`src/rtl/esaxi_read_sequencer.sv`:
```
// Backend read sequencer for the Emesh AXI slave read bridge: one backend read per beat, lane extraction, R-channel pacing.
// Optional response timeout enabled by defining ESAXI_RD_TIMEOUT_EN.
module esaxi_read_sequencer #(
   parameter int unsigned TIMEOUT_CYCLES = 256,
   parameter int unsigned TO_W           = 9
) (
   input  logic        clk,
   input  logic        rst,
   input  logic        tx_ractive,
   input  logic [31:0] tx_araddr,
   input  logic [2:0]  tx_arsize,
   input  logic        s_axi_rvalid,
   input  logic        s_axi_rready,
   input  logic        s_axi_rlast,
   output logic        mem_req_valid,
   input  logic        mem_req_ready,
   output logic [31:0] mem_req_addr,
   output logic [1:0]  mem_req_size,
   input  logic        mem_rsp_valid,
   input  logic [31:0] mem_rsp_data,
   input  logic        mem_rsp_err,
   output logic        read_valid,
   output logic [7:0]  read_data_7_0,
   output logic [15:0] read_data_15_0,
   output logic [31:0] read_data_31_0,
   output logic [1:0]  read_resp,
   output logic        busy
);

   typedef enum logic [2:0] {
      S_IDLE,
      S_REQ,
      S_WAIT_RSP,
      S_PRESENT,
      S_HOLD,
      S_SETTLE
   } state_t;

   state_t      state;
   logic [31:0] addr_q;
   logic [7:0]  lane8_c;
   logic [15:0] lane16_c;
   logic        to_hit_c;
   logic        unused_bits;

   // Counter must be able to represent TIMEOUT_CYCLES.
   if ((64'd1 << TO_W) <= 64'(TIMEOUT_CYCLES)) begin : g_to_w_check
      $error("TO_W is too narrow for TIMEOUT_CYCLES");
   end

   assign unused_bits = tx_arsize[2];

   // Byte and halfword lanes selected by the beat's low address bits.
   assign lane8_c  = 8'(mem_rsp_data >> {addr_q[1:0], 3'b000});
   assign lane16_c = addr_q[1] ? mem_rsp_data[31:16] : mem_rsp_data[15:0];

`ifdef ESAXI_RD_TIMEOUT_EN
   logic [TO_W-1:0] to_cnt;

   // Counts WAIT_RSP cycles; held at zero everywhere else so entry starts from 0.
   always_ff @(posedge clk) begin
      if (rst) begin
         to_cnt <= '0;
      end else if (state != S_WAIT_RSP) begin
         to_cnt <= '0;
      end else begin
         to_cnt <= to_cnt + TO_W'(1);
      end
   end

   assign to_hit_c = (state == S_WAIT_RSP) && !mem_rsp_valid &&
                     (to_cnt == TO_W'(TIMEOUT_CYCLES - 1));
`else
   assign to_hit_c = 1'b0;
`endif

   always_ff @(posedge clk) begin
      if (rst) begin
         state          <= S_IDLE;
         addr_q         <= '0;
         mem_req_valid  <= 1'b0;
         mem_req_addr   <= '0;
         mem_req_size   <= '0;
         read_valid     <= 1'b0;
         read_data_7_0  <= '0;
         read_data_15_0 <= '0;
         read_data_31_0 <= '0;
         read_resp      <= 2'b00;
         busy           <= 1'b0;
      end else begin
         read_valid <= 1'b0;
         case (state)
            S_IDLE, S_SETTLE: begin
               if (tx_ractive) begin
                  state         <= S_REQ;
                  addr_q        <= tx_araddr;
                  mem_req_valid <= 1'b1;
                  mem_req_addr  <= {tx_araddr[31:2], 2'b00};
                  mem_req_size  <= tx_arsize[1:0];
                  busy          <= 1'b1;
               end else begin
                  state <= S_IDLE;
                  busy  <= 1'b0;
               end
            end
            S_REQ: begin
               if (mem_req_ready) begin
                  state         <= S_WAIT_RSP;
                  mem_req_valid <= 1'b0;
               end else if (!tx_ractive) begin
                  state         <= S_IDLE;
                  mem_req_valid <= 1'b0;
                  busy          <= 1'b0;
               end
            end
            S_WAIT_RSP: begin
               // A response beats a simultaneous timeout; a burst abort discards either.
               if (mem_rsp_valid || to_hit_c) begin
                  if (!tx_ractive) begin
                     state <= S_IDLE;
                     busy  <= 1'b0;
                  end else begin
                     state      <= S_PRESENT;
                     read_valid <= 1'b1;
                     if (mem_rsp_valid) begin
                        read_data_7_0  <= lane8_c;
                        read_data_15_0 <= lane16_c;
                        read_data_31_0 <= mem_rsp_data;
                        read_resp      <= mem_rsp_err ? 2'b10 : 2'b00;
                     end else begin
                        read_data_7_0  <= '0;
                        read_data_15_0 <= '0;
                        read_data_31_0 <= '0;
                        read_resp      <= 2'b10;
                     end
                  end
               end
            end
            S_PRESENT: begin
               state <= S_HOLD;
            end
            S_HOLD: begin
               if (!tx_ractive) begin
                  state <= S_IDLE;
                  busy  <= 1'b0;
               end else if (s_axi_rvalid && s_axi_rready) begin
                  if (s_axi_rlast) begin
                     state <= S_IDLE;
                     busy  <= 1'b0;
                  end else begin
                     state <= S_SETTLE;
                  end
               end
            end
            default: begin
               state         <= S_IDLE;
               mem_req_valid <= 1'b0;
               busy          <= 1'b0;
            end
         endcase
      end
   end

endmodule

```
`config.mk`:
```
export PLATFORM = sky130hd
export DESIGN_NAME = esaxi_read_sequencer
export DESIGN_NICKNAME = d
export VERILOG_FILES = /design/src/rtl/esaxi_read_sequencer.sv
export SDC_FILE = /design/constraint.sdc
export NUM_CORES = 1
export LEC_CHECK = 0
export CAP_MARGIN = 20
export CORE_ASPECT_RATIO = 1.25
export CORE_MARGIN = 1.5
export CORE_UTILIZATION = 35
export CTS_BUF_LIST = sky130_fd_sc_hd__clkbuf_2 sky130_fd_sc_hd__clkbuf_4 sky130_fd_sc_hd__clkbuf_8
export DETAILED_ROUTE_END_ITERATION = 6
export GPL_ROUTABILITY_DRIVEN = 0
export HOLD_SLACK_MARGIN = 0.03
export PLACE_DENSITY_LB_ADDON = 0.08
export SKIP_LAST_GASP = 1
export SYNTH_ARGS = -nofsm -noshare
export SYNTH_HDL_FRONTEND = slang
export SYNTH_SLANG_ARGS = --single-unit
```
`constraint.sdc`:
```
create_clock -name clk -period 4.2 [get_ports clk]
set_clock_uncertainty 0.05 [all_clocks]
set_input_delay 0.42 -clock clk [delete_from_list [all_inputs] [get_ports clk]]
set_output_delay 0.42 -clock clk [all_outputs]
set_load 0.01 [all_outputs]
```
# == Yosys cells after proc, flatten, opt, wreduce, memory -nomap -nowiden ==
# Index checks and enable logic that the tools add are counted.
# word_totals
latch_bits,0
mem_bits_rw,0
output_inout_bits,95
in_bits,76
word_cells,60
ff_bits,98
mem_bits_ro,0
mem_count,0
# op_classes
mux,23
bitwise,4
n_addsub,0
order_cmp,0
n_mul,0
eq_ne,11
reduce_logical,10
shifts,1
div,0
# ops
operator,n
right shift 32 x 5 -> 8 bit,1
2-to-1 mux 3 bit,6
2-to-1 mux 16 bit,1
case mux 3 bit (5 select lines),1
2-to-1 mux 1 bit,11
!= test 3 bit (second input constant),3
AND reduction 3 bit,3
== test 3 x 2 -> 1 bit (second input constant),2
== test 3 bit (second input constant),2
!= test 2 bit (second input constant),3
OR reduction 3 bit,2
case mux 1 bit (5 select lines),1
AND reduction 5 bit,1
2-to-1 mux 2 bit,2
inverter 1 bit,4
== test 3 x 1 -> 1 bit (second input constant),1
zero test 3 bit,1
case mux 1 bit (3 select lines),1
AND reduction 2 bit,1
OR reduction 2 bit,1
logical AND 1 bit,1

# == Logic depth before layout (Yosys ltp) ==
# Gate-level depths: netlist (run 1).
# logic_depth
word_depth,4
ltp_mapped,7
depth_no_buf,4

# == Worst setup path after synthesis (run 1) ==
# Ideal clock, no wire load.
# synth_timing
kind,input -> register
startpoint,input port mem_rsp_valid
endpoint,register read_data_15_0[10]
setup_ns,0.081
arrival_ns,1.230
t_required_ns,4.069
n_path_buf,2
path_stages,6
setup_slack_ns,2.839
cell_sequence,nor2b_1 > and3_1 > buf_4 > buf_6 > nor2_1 > a211oi_2
# synth_via
elab_chain_cells,1
# synth_rtl
element,line,rtl
"start, declared",19,"input logic mem_rsp_valid,"
AND reduction 3 bit (no line),--,
"end signal, assigned",127,read_data_15_0 <= lane16_c;
"end, declared",24,"output logic [15:0] read_data_15_0,"
# Every way passes these cells.
# A chain may end at the register's enable or synchronous reset.

# == Final worst setup path (run 1) ==
# layout_timing
startpoint,input port mem_rsp_valid
endpoint,register read_data_15_0[6]
# The elaborated chain is that of the path after synthesis.

==> results of run 1 <==
-- state kept, by name (all words and copies together), names as in the netlist --
signal / cells
mem_req_valid: 1
state: 3
read_valid: 1
addr_q: 2
read_data_7_0: 8
read_resp: 1
read_data_15_0: 16
read_data_31_0: 32
mem_req_addr: 30
busy: 1
mem_req_size: 2
-- final cells by class --
type                       instances  share of cell area
sequential                        97              0.3278
clock inverter                     4             0.01288
multi-input combinational        328              0.3100
clock buffer                      12             0.02577
tap                              135             0.02851
timing repair buffer             171              0.2931
inverter                           3            0.001901
-- cell usage after synthesis, drive strengths merged, types with 2 or more instances --
| cell | count |
|---|---|
| nand2 | 152 |
| dfxtp | 97 |
| a21oi | 79 |
| buf | 24 |
| nor2 | 20 |
| mux2i | 17 |
| a211oi | 16 |
| clkbuf | 15 |
| mux4 | 8 |
| nor2b | 6 |
| nand2b | 5 |
| nand3 | 4 |
| o21ai | 4 |
| inv | 3 |
| nor3 | 3 |
| nand3b | 2 |
-- layer usage --
layer | up-vias | part of all wire
met1 | 1677 | 0.43
met3 | 4 | 0.070
met2 | 108 | 0.49
met4 | 0 | 0.011
met5 | - | 0
li1 | 1833 | -
-- worst max-delay path, stage by stage --
cell,delay [ps]
clkdlybuf4s50_1,510
nor2b_1,240
and3_2,630
buf_4,360
nor2_1,80
a211oi_2,190
-- kinds of logic after synthesis --
family | count (synthesis) | synth area share
AOI/OAI and AO/OA | 105 | 0.1618
muxes | 25 | 0.08712
and+or+nand+nor | 195 | 0.2035
DFF | 97 | 0.4829
buffers and inverters | 42 | 0.06378
other | 1 | 0.0009325
-- power by group --
part	internal [mW]	switching, mW	total, mW
sequential	0.953	0.0273	0.980
clock	0.367	0.320	0.687
combinational	0.174	0.139	0.313
-- how the worst max path moves through the flow --
stage                        from                              end  slack (ps)  cells after the start
finish              mem_rsp_valid   read_data_15_0[6]$_SDFFE_PP0P_        1980                      6
global route        mem_rsp_valid   read_data_15_0[1]$_SDFFE_PP0P_        1790                      6
CTS                 mem_rsp_valid   read_data_15_0[1]$_SDFFE_PP0P_        1960                      6
detailed placement  mem_rsp_valid  read_data_15_0[15]$_SDFFE_PP0P_        1590                      6
global placement       tx_ractive    mem_req_addr[23]$_SDFFE_PP0P_        1490                      5
floorplan           mem_rsp_valid  read_data_15_0[10]$_SDFFE_PP0P_        2840                      6
==> run summary, run 1 <==
GRT
----------------------------------------------------------------------------------------
Initial antenna violation count                                                        0
Pin count of the biggest net entering global routing                                  99
Met1 capacity usage during global routing                                         0.2319
Wire length of the first global-routing pass                                    17780 µm
Number of global-route vias before repair                                           3507
Met3 track demand over resource                                                  0.05296
Residual overflow from global routing                                                  0
Routing usage on met2                                                             0.3078
Global router's overall resource usage                                            0.1864
Global route hottest layer                                                          met2

DIE
----------------------------------------------------------------------------------------
Die Span Y                                                                      122.8 µm
Starting density of the core                                                      0.3611
Top Ports                                                                            171
Die footprint                                                                0.01215 mm²
Number of rows in the core area                                                       43
Die Width                                                                       98.88 µm
CORE AREA                                                                    0.01114 mm²

CRITICAL PATH
----------------------------------------------------------------------------------------
Maximum fanout encountered on the critical timing path                                33
Arrival time reported for the critical path endpoint                             2440 ps
Critical Setup Path Class                                                      in -> reg
Required @ worst endpoint                                                        4430 ps
Capture point of the worst reg-to-reg path                                  read_data_15_0[6]$_SDFFE_PP0P_
Crit path launch type                                                       primary input
Logic depth of the worst register-to-register path                                     5
Type of element capturing the critical path                                     register
Reg-to-reg slack, setup                                                          2030 ps
Reg2Reg Launch Point                                                        state[1]$_SDFFE_PP0P_

CLOCKING
----------------------------------------------------------------------------------------
Clock Latency Late Sink                                                           350 ps
CTS root buffer                                                                 clkbuf_8
Postcts setup bufs                                                                     0
CTS H-Tree Depth                                                                       3
Hold-fix buffer count after cts                                                        0
CTS tree                                                                           built
CTS buffer count                                                                       9
Resized cells post-CTS                                                                 0
Clock sink count                                                                      97
Clock-pin transition on the worst setup and hold timing paths                      90 ps
Maximum root-to-sink buffer count                                                      2

FINISH
----------------------------------------------------------------------------------------
Final core occ                                                                    0.5320
Total Nets Final                                                                     686
Antenna diodes                                                                         0
Area taken by flip-flops and latches                                        0.001942 mm²
Area used by multi-input combinational logic                                0.001837 mm²
Fill cell total of the finished layout                                              1066
Most common cell after layout, fill and taps aside                          clkdlybuf4s50_1
Share of post-route cells with drive strength above 1                            0.08130
Total non-filler cell area in the finished layout                           0.005924 mm²
Area added between synthesis and finish                                           47.32%
Number of standard cells in the final layout excluding fillers                       750
Leading cell types in the layout, fill and taps excluded                    clkdlybuf4s50_1, nand2_1, dfxtp_1

MIN PATH
----------------------------------------------------------------------------------------
Worst min-delay path class                                                     in -> reg
Capture endpoint of the worst hold path                                     read_data_15_0[7]$_SDFFE_PP0P_
Worst hold stages                                                                      2
Worst min-delay path startpoint                                                      rst

OUTCOME
----------------------------------------------------------------------------------------
Violations in the final reports                                                      DRC
Outcome                                                                     finished, violations left

PLACE
----------------------------------------------------------------------------------------
DP Cell Count                                                                        733
Worst Setup Slack post-DPL                                                       1590 ps
Total half-perimeter wirelength after legalization and detailed placement        8135 µm
Quantity of I/O buffers inserted on ports                                            166
Post-DP Area                                                                0.005668 mm²

DRT
----------------------------------------------------------------------------------------
Iter 0 DRT Violations                                                                168
Number of vias after detailed routing                                               3622
Total wirelength of the detailed-routed design                                  11410 µm
Remaining number of nets flagged by the antenna check after routing                    0
Detailed-router iteration count before antenna repair                                  7
Mean number of vias per cell                                                       4.829
Residual DRC count                                                                    15
Per-cell routed wire length                                                     15.21 µm

TIMING
----------------------------------------------------------------------------------------
Setup repair after global routing missed its margin                                false
Actual transition at the worst max-transition pin                               850.8 ps
Final critical delay including setup and external delays                         2216 ps
Fin crit share                                                                    0.5277
Number of max-slew violations in the final report                                      0
F_max                                                                          451.2 MHz
Final number of setup-violating endpoints                                              0
Final WS setup                                                                   1984 ps
Final worst hold slack                                                          346.5 ps
Normalized max-slew margin                                                        0.4328
Sum of negative setup slack                                                         0 ps
Hold Vio Cnt, Final                                                                    0

PWR
----------------------------------------------------------------------------------------
Leak pwr                                                                        1.993 nW
IR Drop Worst-Case VDD                                                       0.0002005 V
Overall power                                                                   1.980 mW
Total power divided by cell area                                            334.3 mW/mm²

SYNTHESIS
----------------------------------------------------------------------------------------
Top_reg_cell synth                                                               dfxtp_1
Gate count after technology mapping                                                  465
Largest area contributor in the synthesized netlist                              dfxtp_1
Ys Warns                                                                               0
Yosys top cell area share                                                         0.4829
Number of unique standard cell types used by synthesis                                33
Area of the mapped netlist                                                  0.004021 mm²
Synth async-reset ratio                                                                0
Main area contributors after synthesis                                      dfxtp_1, nand2_1, a21oi_1
Sequential cell area fraction in the yosys report                                 0.4829
FF+latch count, synth                                                                 97
Syn avg cell area                                                              8.648 µm²
Count of flip-flops with a built-in enable after synthesis                             0

RUN
----------------------------------------------------------------------------------------
Number of maximum-capacitance violations                                               0

(Power assumes the default switching activity.)
==> run 2, diff against run 1 <==
clock period = 1.9 ns   (was 4.2 ns; I/O delays follow)
==> run 2 against run 1 <==
Net effect:
- the flow still finishes with violations (DRC)
- combinational power grew 130%
- worst setup slack lost 1800 ps
- flip-flop and latch count stayed put
- clock-buffer cell count shrank 1
- largest cell class unchanged
==> run summary, run 2 (same netlist as run 1, synthesis figures left out) <==
FINISH
----------------------------------------------------------------------------------------
Total Nets Final                                                                     690
Area taken by flip-flops and latches                                        0.001942 mm²
Area added between synthesis and finish                                           48.44%
Most flop-heavy register                                                    read_data_31_0
Number of flip-flops under the largest register name                                  32
Leading cell types in the layout, fill and taps excluded                    clkdlybuf4s50_1, nand2_1, dfxtp_1
Area used by multi-input combinational logic                                0.001837 mm²
Share of post-route cells with drive strength above 1                            0.08576
Most common cell after layout, fill and taps aside                          clkdlybuf4s50_1
Total non-filler cell area in the finished layout                           0.005969 mm²
Largest regs                                                                read_data_31_0 (32), mem_req_addr (30), read_data_15_0 (16)
Antenna diodes                                                                         0
Fill cell total of the finished layout                                              1074

GRT
----------------------------------------------------------------------------------------
Residual overflow from global routing                                                  0
Pin count of the biggest net entering global routing                                  66
Global router's overall resource usage                                            0.1836
Number of global-route vias before repair                                           3469
Wire length of the first global-routing pass                                    17460 µm
Initial antenna violation count                                                        0

CLOCKING
----------------------------------------------------------------------------------------
CTS root buffer                                                                 clkbuf_8
CTS buffer count                                                                       9
Clock Latency Late Sink                                                           360 ps
Resized cells post-CTS                                                                 0
CTS H-Tree Depth                                                                       3
Maximum root-to-sink buffer count                                                      2
Postcts setup bufs                                                                     0
CTS tree                                                                           built
Clock sink count                                                                      97
Clock-pin transition on the worst setup and hold timing paths                      90 ps
Hold-fix buffer count after cts                                                        0

CRITICAL PATH
----------------------------------------------------------------------------------------
Reg-to-reg slack, setup                                                           200 ps
Crit path launch type                                                           register
Capture point of the worst reg-to-reg path                                  read_data_15_0[13]$_SDFFE_PP0P_
Type of element capturing the critical path                                     register
Slowest CP cell                                                                  dfxtp_1
Required @ worst endpoint                                                        2140 ps
Maximum fanout encountered on the critical timing path                                20
Arrival time reported for the critical path endpoint                             1940 ps
Reg2Reg Launch Point                                                        state[1]$_SDFFE_PP0P_
Logic depth of the worst register-to-register path                                     5
Sequence of cells on the critical path                                      nor2b_4, and3_2, buf_4, nor2_1, a211oi_2
Critical Setup Path Class                                                     reg -> reg
Highest cell delay on the worst timing path                                       540 ps

DRT
----------------------------------------------------------------------------------------
Mean number of vias per cell                                                       4.847
Residual DRC count                                                                    15
Detailed-router iteration count before antenna repair                                  7
Per-cell routed wire length                                                     14.81 µm
Remaining number of nets flagged by the antenna check after routing                    0
Iter 0 DRT Violations                                                                129
Number of vias after detailed routing                                               3650
Total wirelength of the detailed-routed design                                  11150 µm

PWR
----------------------------------------------------------------------------------------
Leak pwr                                                                        2.014 nW
Total power divided by cell area                                            732.6 mW/mm²
IR Drop Worst-Case VDD                                                       0.0003990 V
Overall power                                                                   4.373 mW

DIE
----------------------------------------------------------------------------------------
Starting density of the core                                                      0.3611
Die footprint                                                                0.01215 mm²
Die Width                                                                       98.88 µm
Number of rows in the core area                                                       43
Top Ports                                                                            171
Die Span Y                                                                      122.8 µm
CORE AREA                                                                    0.01114 mm²

TIMING
----------------------------------------------------------------------------------------
Final number of setup-violating endpoints                                              0
Hold Vio Cnt, Final                                                                    0
Number of max-slew violations in the final report                                      0
F_max                                                                          589.3 MHz
Sum of negative setup slack                                                         0 ps
Setup repair after global routing missed its margin                                false
Final critical delay including setup and external delays                         1697 ps
Fin crit share                                                                    0.8931

OUTCOME
----------------------------------------------------------------------------------------
Violations in the final reports                                                      DRC
Outcome                                                                     finished, violations left

PLACE
----------------------------------------------------------------------------------------
Quantity of I/O buffers inserted on ports                                            166
Post-DP Area                                                                0.005748 mm²
Total half-perimeter wirelength after legalization and detailed placement        7966 µm

MIN PATH
----------------------------------------------------------------------------------------
Capture endpoint of the worst hold path                                     mem_req_size[1]$_SDFFE_PP0P_
Worst min-delay path startpoint                                                      rst
Worst hold stages                                                                      2
Worst min-delay path class                                                     in -> reg

RUN
----------------------------------------------------------------------------------------
Number of maximum-capacitance violations                                               0

## run 2: changes by cell type in the layout (fill, tap and decap cells not counted), sizes merged
| cell | before | now |
|---|---|---|
| buf | 6 | 10 |
| clkbuf | 12 | 11 |
| clkinv | 1 | 0 |
| inv | 3 | 4 |
## run 2: per-stage QoR
stage,hold slack (ps),instances,setup slack [ps],utilization
floorplan,276.0,467,596.4,-
global placement,391.8,738,51.01,0.5161
detailed placement,395.5,738,1.491,0.5161
CTS,181.9,753,213.3,0.5360
global route,190.9,753,64.29,0.5360
finish,194.3,753,203.1,0.5360
## run 2: how the worst max path moves through the flow
stage,start,end,slack (ps),cells after the start
2_1_floorplan,addr_q[1]$_SDFFE_PP0P_,read_data_7_0[7]$_SDFFE_PP0P_,600,5
5_1_grt,state[1]$_SDFFE_PP0P_,read_data_15_0[1]$_SDFFE_PP0P_,60,5
3_5_place_dp,mem_rsp_valid,read_data_15_0[8]$_SDFFE_PP0P_,1,6
6_report,state[1]$_SDFFE_PP0P_,read_data_15_0[13]$_SDFFE_PP0P_,200,5
3_3_place_gp,mem_rsp_valid,read_data_15_0[5]$_SDFFE_PP0P_,50,6
4_1_cts,state[1]$_SDFFE_PP0P_,read_data_15_0[8]$_SDFFE_PP0P_,210,5
## run 2: cell type report
class / instances / share of cell area
sequential: 97 / 0.3253
multi-input combinational: 328 / 0.3077
timing repair buffer: 175 / 0.2997
tap: 135 / 0.02830
clock buffer: 11 / 0.02431
clock inverter: 4 / 0.01279
inverter: 3 / 0.001886
## run 2: metal layers
| metal | share of wire | vias to the layer above | GRT usage |
|---|---|---|---|
| met2 | 0.48 | 113 | 0.3017 |
| met1 | 0.43 | 1678 | 0.2297 |
| met3 | 0.074 | 13 | 0.04385 |
| li1 | - | 1846 | - |
| met5 | 0 | - | 0 |
| met4 | 0.016 | 0 | 0.08036 |
## run 2: critical path: cells and delay by family (launching register included)
kind	cells	cell delay, ps
buf+inv	1	260
flops	1	540
compound gates	1	190
simple gates	3	580
## run 2: where the power goes
part	leakage, nW	total, mW	switching [mW]	internal, mW
combinational	1.12	0.707	0.317	0.390
sequential	0.788	2.16	0.0499	2.11
clock	0.109	1.51	0.719	0.791
total	2.01	4.37	1.09	3.29
